## src/rtl/cpu_imem_load_ctrl.sv

```systemverilog
// ---------------------------------------------------------------------------
// cpu_imem_load_ctrl
//   Arbitrates the single port of the 64 KiB CPU instruction memory between
//   the host/DMA program loader and CPU instruction fetch. A load writes a
//   word stream to consecutive word addresses starting at load_base while the
//   CPU is held; once the last word is written the port is handed to fetch
//   (AUTO_RUN=1) or the block parks in IDLE until run_start (AUTO_RUN=0).
//
// Ports
//   clk, rst_n            clock, asynchronous active-low reset
//   load_start/base/len   load request (pulse), byte base (4-aligned), words
//   run_start             IDLE -> RUN pulse
//   host_valid/data/ready word stream from the host, ready only in LOAD
//   cpu_fetch_req/addr    fetch request from the CPU (honoured only in RUN)
//   cpu_instr/_valid      fetched word, valid one cycle after the request
//   cpu_run               CPU may execute
//   load_done/load_err    1-cycle completion / rejection pulses
//   mem_addr/wrt_en/wrt_data, mem_rd_out   memory port (1-cycle read)
// ---------------------------------------------------------------------------
module cpu_imem_load_ctrl #(
    parameter bit AUTO_RUN = 1'b1,
    parameter int LEN_W    = 15
) (
    input  logic             clk,
    input  logic             rst_n,
    input  logic             load_start,
    input  logic [15:0]      load_base,
    input  logic [LEN_W-1:0] load_len,
    input  logic             run_start,
    input  logic             host_valid,
    input  logic [31:0]      host_data,
    output logic             host_ready,
    input  logic             cpu_fetch_req,
    input  logic [15:0]      cpu_fetch_addr,
    output logic [31:0]      cpu_instr,
    output logic             cpu_instr_valid,
    output logic             cpu_run,
    output logic             load_done,
    output logic             load_err,
    output logic [15:0]      mem_addr,
    output logic             mem_wrt_en,
    output logic [31:0]      mem_wrt_data,
    input  logic [31:0]      mem_rd_out
);

    typedef enum logic [1:0] {
        S_IDLE = 2'd0,
        S_LOAD = 2'd1,
        S_RUN  = 2'd2
    } state_t;

    // End-address width: wide enough that base + 4*len can never wrap.
    localparam int EW = ((LEN_W + 2 > 16) ? LEN_W + 2 : 16) + 1;

    state_t           state, state_nxt;
    logic [15:0]      wr_ptr, wr_ptr_nxt;
    logic [LEN_W-1:0] remaining, remaining_nxt;
    logic             done_q, done_nxt;
    logic             err_q, err_nxt;
    logic             fetch_q;
    logic             run_q;

    logic             wr_fire;
    logic             load_ok;
    logic [EW-1:0]    end_addr;
    state_t           post_load;

    // Where a completed (or empty) load leaves the controller.
    assign post_load = AUTO_RUN ? S_RUN : S_IDLE;

    assign end_addr = {{(EW-16){1'b0}}, load_base}
                    + {{(EW-LEN_W-2){1'b0}}, load_len, 2'b00};
    assign load_ok  = (load_base[1:0] == 2'b00) && (end_addr <= EW'(32'h0001_0000));

    assign wr_fire  = (state == S_LOAD) && host_valid;

    // ---------------------------------------------------------------- state
    always_ff @(posedge clk or negedge rst_n) begin
        if (!rst_n) begin
            state     <= S_IDLE;
            wr_ptr    <= '0;
            remaining <= '0;
            done_q    <= 1'b0;
            err_q     <= 1'b0;
            fetch_q   <= 1'b0;
            run_q     <= 1'b0;
        end else begin
            state     <= state_nxt;
            wr_ptr    <= wr_ptr_nxt;
            remaining <= remaining_nxt;
            done_q    <= done_nxt;
            err_q     <= err_nxt;
            // A fetch taken in the last RUN cycle still returns its word
            // even if the controller is leaving RUN.
            fetch_q   <= (state == S_RUN) && cpu_fetch_req;
            run_q     <= (state_nxt == S_RUN);
        end
    end

    // ------------------------------------------------------ next state
    always_comb begin
        state_nxt     = state;
        wr_ptr_nxt    = wr_ptr;
        remaining_nxt = remaining;
        done_nxt      = 1'b0;
        err_nxt       = 1'b0;

        unique case (state)
            S_LOAD: begin
                // load_start is deliberately ignored while a load is running.
                if (wr_fire) begin
                    wr_ptr_nxt    = wr_ptr + 16'd4;
                    remaining_nxt = remaining - LEN_W'(1);
                    if (remaining == LEN_W'(1)) begin
                        state_nxt = post_load;
                        done_nxt  = 1'b1;
                    end
                end
            end

            S_IDLE, S_RUN: begin
                // load_start has priority over run_start.
                if (load_start) begin
                    if (!load_ok) begin
                        err_nxt = 1'b1;
                    end else if (load_len == '0) begin
                        state_nxt = post_load;
                        done_nxt  = 1'b1;
                    end else begin
                        state_nxt     = S_LOAD;
                        wr_ptr_nxt    = load_base;
                        remaining_nxt = load_len;
                    end
                end else if (run_start && (state == S_IDLE)) begin
                    state_nxt = S_RUN;
                end
            end

            default: state_nxt = S_IDLE;
        endcase
    end

    // ------------------------------------------------------ memory port
    always_comb begin
        mem_addr = '0;
        unique case (state)
            S_LOAD:  mem_addr = wr_ptr;
            S_RUN:   mem_addr = cpu_fetch_addr;
            default: mem_addr = '0;
        endcase
    end

    assign mem_wrt_en      = wr_fire;
    assign mem_wrt_data    = wr_fire ? host_data : 32'h0;

    assign host_ready      = (state == S_LOAD);
    assign cpu_instr       = mem_rd_out;
    assign cpu_instr_valid = fetch_q;
    assign cpu_run         = run_q;
    assign load_done       = done_q;
    assign load_err        = err_q;

endmodule

```

## config.mk

```make
export PLATFORM = sky130hd
export DESIGN_NAME = cpu_imem_load_ctrl
export DESIGN_NICKNAME = d
export VERILOG_FILES = /design/src/rtl/cpu_imem_load_ctrl.sv
export SDC_FILE = /design/constraint.sdc
export NUM_CORES = 1
export LEC_CHECK = 0
export CORE_MARGIN = 1.5
export CORE_UTILIZATION = 41
export DETAILED_ROUTE_END_ITERATION = 7
export PLACE_DENSITY = 0.83
export SYNTH_ARGS = -nofsm -noshare
export SYNTH_HDL_FRONTEND = slang
export SYNTH_SLANG_ARGS = --single-unit
export TNS_END_PERCENT = 30
```

## constraint.sdc

```tcl
create_clock -name clk -period 3.05 [get_ports clk]
set_input_delay 0.61 -clock clk [delete_from_list [all_inputs] [get_ports clk]]
set_output_delay 0.61 -clock clk [all_outputs]
set_load 0.03 [all_outputs]
```

Word-level counts from Yosys, hierarchy flattened
Index checks and enable logic that the tools add are counted.

storage, ports and cells
  register bits = 37
  bits of input ports = 117

operators by class
  add/subtract/negate cells = 3
  magnitude comparators = 1
  eq/ne operators = 8
  multiplexer cells = 28
  reductions and logical operators = 10

operators with widths
  operator                 count
  $mux W16                 4
  $pmux W16 S2             2
  $mux W15                 4
  $mux W32                 1
  $pmux W15 S2             1
  $add A16 B17 Y18         1
  $le A18 B17 Y1 const B   1
  $add A16 B3 Y16 const B  1
  $eq A15 B1 Y1 const B    1
  $logic_not A15 Y1        1
  $sub A15 B1 Y15 const B  1
  $mux W2                  6
  $mux W1                  8
  $ne A2 B2 Y1 const B     3
  $reduce_and A5 Y1        1
  $eq A2 B2 Y1 const B     2
  $logic_and A1 B1 Y1      4
  $logic_not A2 Y1         2
  $pmux W2 S2              1
  $eq A2 B1 Y1 const B     1
  $ne A2 B1 Y1 const B     1
  $pmux W1 S2              1
  $reduce_bool A2 Y1       1
  $reduce_or A2 Y1         1

Depth between registers and ports, before layout
  depth after elaboration = 7
  gate-level depth with buffers = 12

Worst setup path after synthesis
No wires, ideal clock.

  kind = input to register
  from = in load_base[2]
  to = reg wr_ptr[15]
  library setup time = 0.123 ns
  arrival = 3.077 ns
  required time = 2.927 ns
  path slack = -0.150 ns
  stages on the path = 12
  buffers on the path = 1
  cells stage by stage = ha_1 fa_1 a21o_1 a221oi_4 mux2i_1 o21ai_0 nor4_1 nand4_1 nand2_2 nand3_4 buf_6 o221a_2

between the ends
  cells in the longest elaborated chain, start to end = 5

RTL lines
  item                         line  text
  start: declaration           27    input logic [15:0] load_base,
  $add A16 B17 Y18             72    + {{(EW-LEN_W-2){1'b0}}, load_len, 2'b00};
  $le A18 B17 Y1               73    assign load_ok = (load_base[1:0] == 2'b00) && (end_addr <= EW'(32'h0001_0000));
  $logic_and A1 B1 Y1          73
  $ne A2 B2 Y1 (no line)       --
  $reduce_and A5 Y1 (no line)  --
  end signal: assignment       89    wr_ptr <= wr_ptr_nxt;
  end: declaration             56    logic [15:0] wr_ptr, wr_ptr_nxt;

Every way passes these cells.
A chain may end at the register's enable or synchronous reset.

Final worst setup path
  from = in load_len[1]
  to = reg wr_ptr[2]

between the ends
  cells in the longest elaborated chain, start to end = 5
  elaborated cells between the ends (all ways) = 7
  classes of those cells = 1 x add/sub; 1 x order compare; 2 x eq/ne; 3 x reduce/logical

RTL lines
  item                           line  text
  start: declaration             28    input logic [LEN_W-1:0] load_len,
  $add A16 B17 Y18               72
  $le A18 B17 Y1                 73
  $logic_and A1 B1 Y1            73
  $ne A2 B2 Y1 (no line)         --
  $reduce_and A5 Y1 (no line) *  --

Mark *: on every way between the ends. The rest lies on a longest branch, timed or not.

==> results.tsv <==
metric	value	unit
syn_area_per_cell	7.62	sq um
yosys.area_share.simple	0.283	
regArea	926	sq um
grt_max_degree	39	
area_delta_synth_final	54.3	%
vias	4641	
critPathMaxFanout	4	
routedWlPerCell	18.7	um
seq_power_share	0.240	
grt_usage	0.275	
final_nets	797	
status	finished, violations left	
syn_nets	643	
slowest_stage	a211oi_1	
die_h	99.8	um
synthMuxAreaShare	0.0163	
clk_path_buf_depth	2	
synth_top_family_by_area	simple AND/OR/NAND/NOR gates	
violations	setup timing	
cts_buffers	5	
dpl_cell_area	0.00542	sq mm
hold_path.class	in2async	
max_slew_margin	0.440	
first_global_vias	4432	
hpwl	10.1	mm
synth-seq-area-share	0.241	
dp_slack	-0.897	ns
worst_hold_slack	0.397	ns
grt_remaining_overflow	0	
leakage	0.00263	uW
fin_crit	3.24	ns
critical_path.endpoint_type	flop	
synthTopCellsByArea	dfrtp_1 (24%), buf_4 (6.8%), ha_1 (6.8%)	
design.core.area	0.00915	sq mm
rsz0062_at_grt	true	
first_pass_iters	8	
p_clk_frac	0.103	
fin_skew	0.0111	ns
netlist.area_leader.share	0.241	
antenna_found_initial	0	
drt_iter0_drc	440	
die-area	0.00996	sq mm
synth_edf_count	0	
cts_sinks	37	
crit_arrival	3.41	ns
ys_ff_latch	37	
clk_pin_slew	0.08	ns
cts_root_buf	clkbuf_8	
worstSetupPathType	in2reg	
die_w	99.8	um
p_total	4360	uW
num_rows	35	
multi_input_area	0.00280	sq mm
synth_compound_area_frac	0.267	
worstPathRequired	3.22	ns
vdd_drop_max	0.330	mV
wirelength	14.4	mm
final_cell_area	0.00593	sq mm
synthFlopType	dfrtp_1	
dp_cells	750	
crit_top_cell	buf_4	
place_congestion	0.968	
yosysWarnings	0	
cp_cell_sequence	clkdlybuf4s15_1 > buf_4 > ha_1 > a21o_1 > nand4_1 > nand2_1 > a21oi_2 > mux2_4 > nand4_1 > buf_4 > buf_6 > nand2_8 > buf_4 > a211oi_1 > a211oi_1	
start_util	0.420	
tightest_slew	0.841	ns
max_stage_delay	0.33	ns
syn_inst	504	
drc_errors	0	
cts_tree	done	
htreeDepth	2	
p_per_area	735	mW/mm^2
vias_per_cell	6.03	
setup_violations	32	
synth-xor-area-share	0.00684	
async_flop_share	1.00	
clk_latency	0.31	ns
final_common_cell	buf_4	
critPathLaunchType	input port	
diodes	0	
finalCritPeriodShare	1.06	
grt_pass1_wl	21.5	mm
layout.cells.non_filler	770	
port_buffers	138	
final_cell_mix	buf_4 (108), clkdlybuf4s50_1 (73), nand2_1 (61), dfrtp_1 (37), and3_1 (36)	
drv_cap	0	
fin_ws	-0.193	ns
synth_cell_types	58	
synthAdderAreaFrac	0.0736	
fillCellCount	748	
drive_gt1_frac	0.282	
p_comb_frac	0.657	
drv_slew	0	
max_freq	308	MHz
internal_power	2300	uW
io_pins	203	
p_sw	2060	uW
hold_viol_final	0	
p_sw_frac	0.472	
netlist_area	0.00384	sq mm
antenna_left	0	
yosysTopAreaCell	dfrtp_1	
metrics by stage:
step	TNS, ns	utilization
final	-1.89	0.648
after global routing	-6.05	0.648
after CTS	-1.16	0.641
after detailed placement	-30.06	0.593
after global placement	-24.47	0.593
after floorplan	-1.09	-
repair_timing:
action,in CTS,in global routing
resized for setup,61,22
hold buffers,0,0
endpoints found under the setup margin,36,35
cloned,5,0
pin swaps,24,5
buffers inserted,7,2
routing by layer:
metal  vias to the layer above  share of wire  GRT usage
met5                         -              0          0
met3                        57          0.093     0.0446
met1                      2147           0.38      0.318
li1                       2130              -          -
met2                       307           0.49      0.487
met4                         0          0.039      0.143
registers in the layout, summed over array words and instances (netlist names):
register	cells
load_err	1
remaining	15
wr_ptr	16
cpu_run	1
state	2
cpu_instr_valid	1
load_done	1
power by group through the flow:
stage,Sequential (uW),Clock [uW],Combinational (uW)
floorplan,920,0,1710
global placement,991,0,2260
detailed placement,1010,0,2350
CTS,1010,443,2720
global route,1080,467,3070
finish,1050,449,2860
final timing paths:
kind	startpoint	end	slack [ns]	cells past startpoint
max	load_len[1]	wr_ptr[2]	-0.19	15
min	rst_n	remaining[12]	0.40	1
max reg2reg	state[1]	wr_ptr[3]	0.45	9
min reg2reg	wr_ptr[0]	wr_ptr[0]	0.52	1
max in group asynchronous	rst_n	wr_ptr[15]	2.11	1
min in group clk	wr_ptr[0]	wr_ptr[0]	0.52	1
cells by family (layout without fill, tap and decap cells):
group	Yosys count	after routing
AND/OR/NAND/NOR	207	208
AO/OA/AOI/OAI	151	151
buffers and inverters	78	232
flip-flops	37	37
adder cells (fa/ha/maj)	22	22
multiplexers	6	6
XOR/XNOR	3	3
critical path: cells and delay by family:
family / cells / cell delay, ns
compound gates: 4 / 0.89
mux: 1 / 0.32
simple gates: 4 / 0.51
fa+ha+maj: 1 / 0.26
buf+inv: 5 / 0.80
cells in the mapped netlist, drive strengths merged, types with 2 or more instances:
master,number
nand2,62
a21oi,42
o21ai,40
buf,38
and3,37
dfrtp,37
nand3,25
clkbuf,24
ha,21
nor2,21
nor2b,20
a22oi,16
inv,16
o221a,12
nor4,10
nand4,7
a31oi,6
nor3,6
a21o,5
and2,5
a211oi,4
mux2i,4
nand2b,4
nand3b,4
o211ai,4
o21a,3
o221ai,3
o22ai,3
a211o,2
mux2,2
o31ai,2
xor2,2
final cells by class:
| class | instances | area share |
|---|---|---|
| Timing Repair Buffer | 208 | 0.320 |
| Clock inverter | 3 | 0.00739 |
| Inverter | 16 | 0.0101 |
| Tap cell | 111 | 0.0234 |
| Sequential cell | 37 | 0.156 |
| Clock buffer | 5 | 0.0116 |
| Multi-Input combinational cell | 390 | 0.471 |
(Power assumes the default switching activity.)
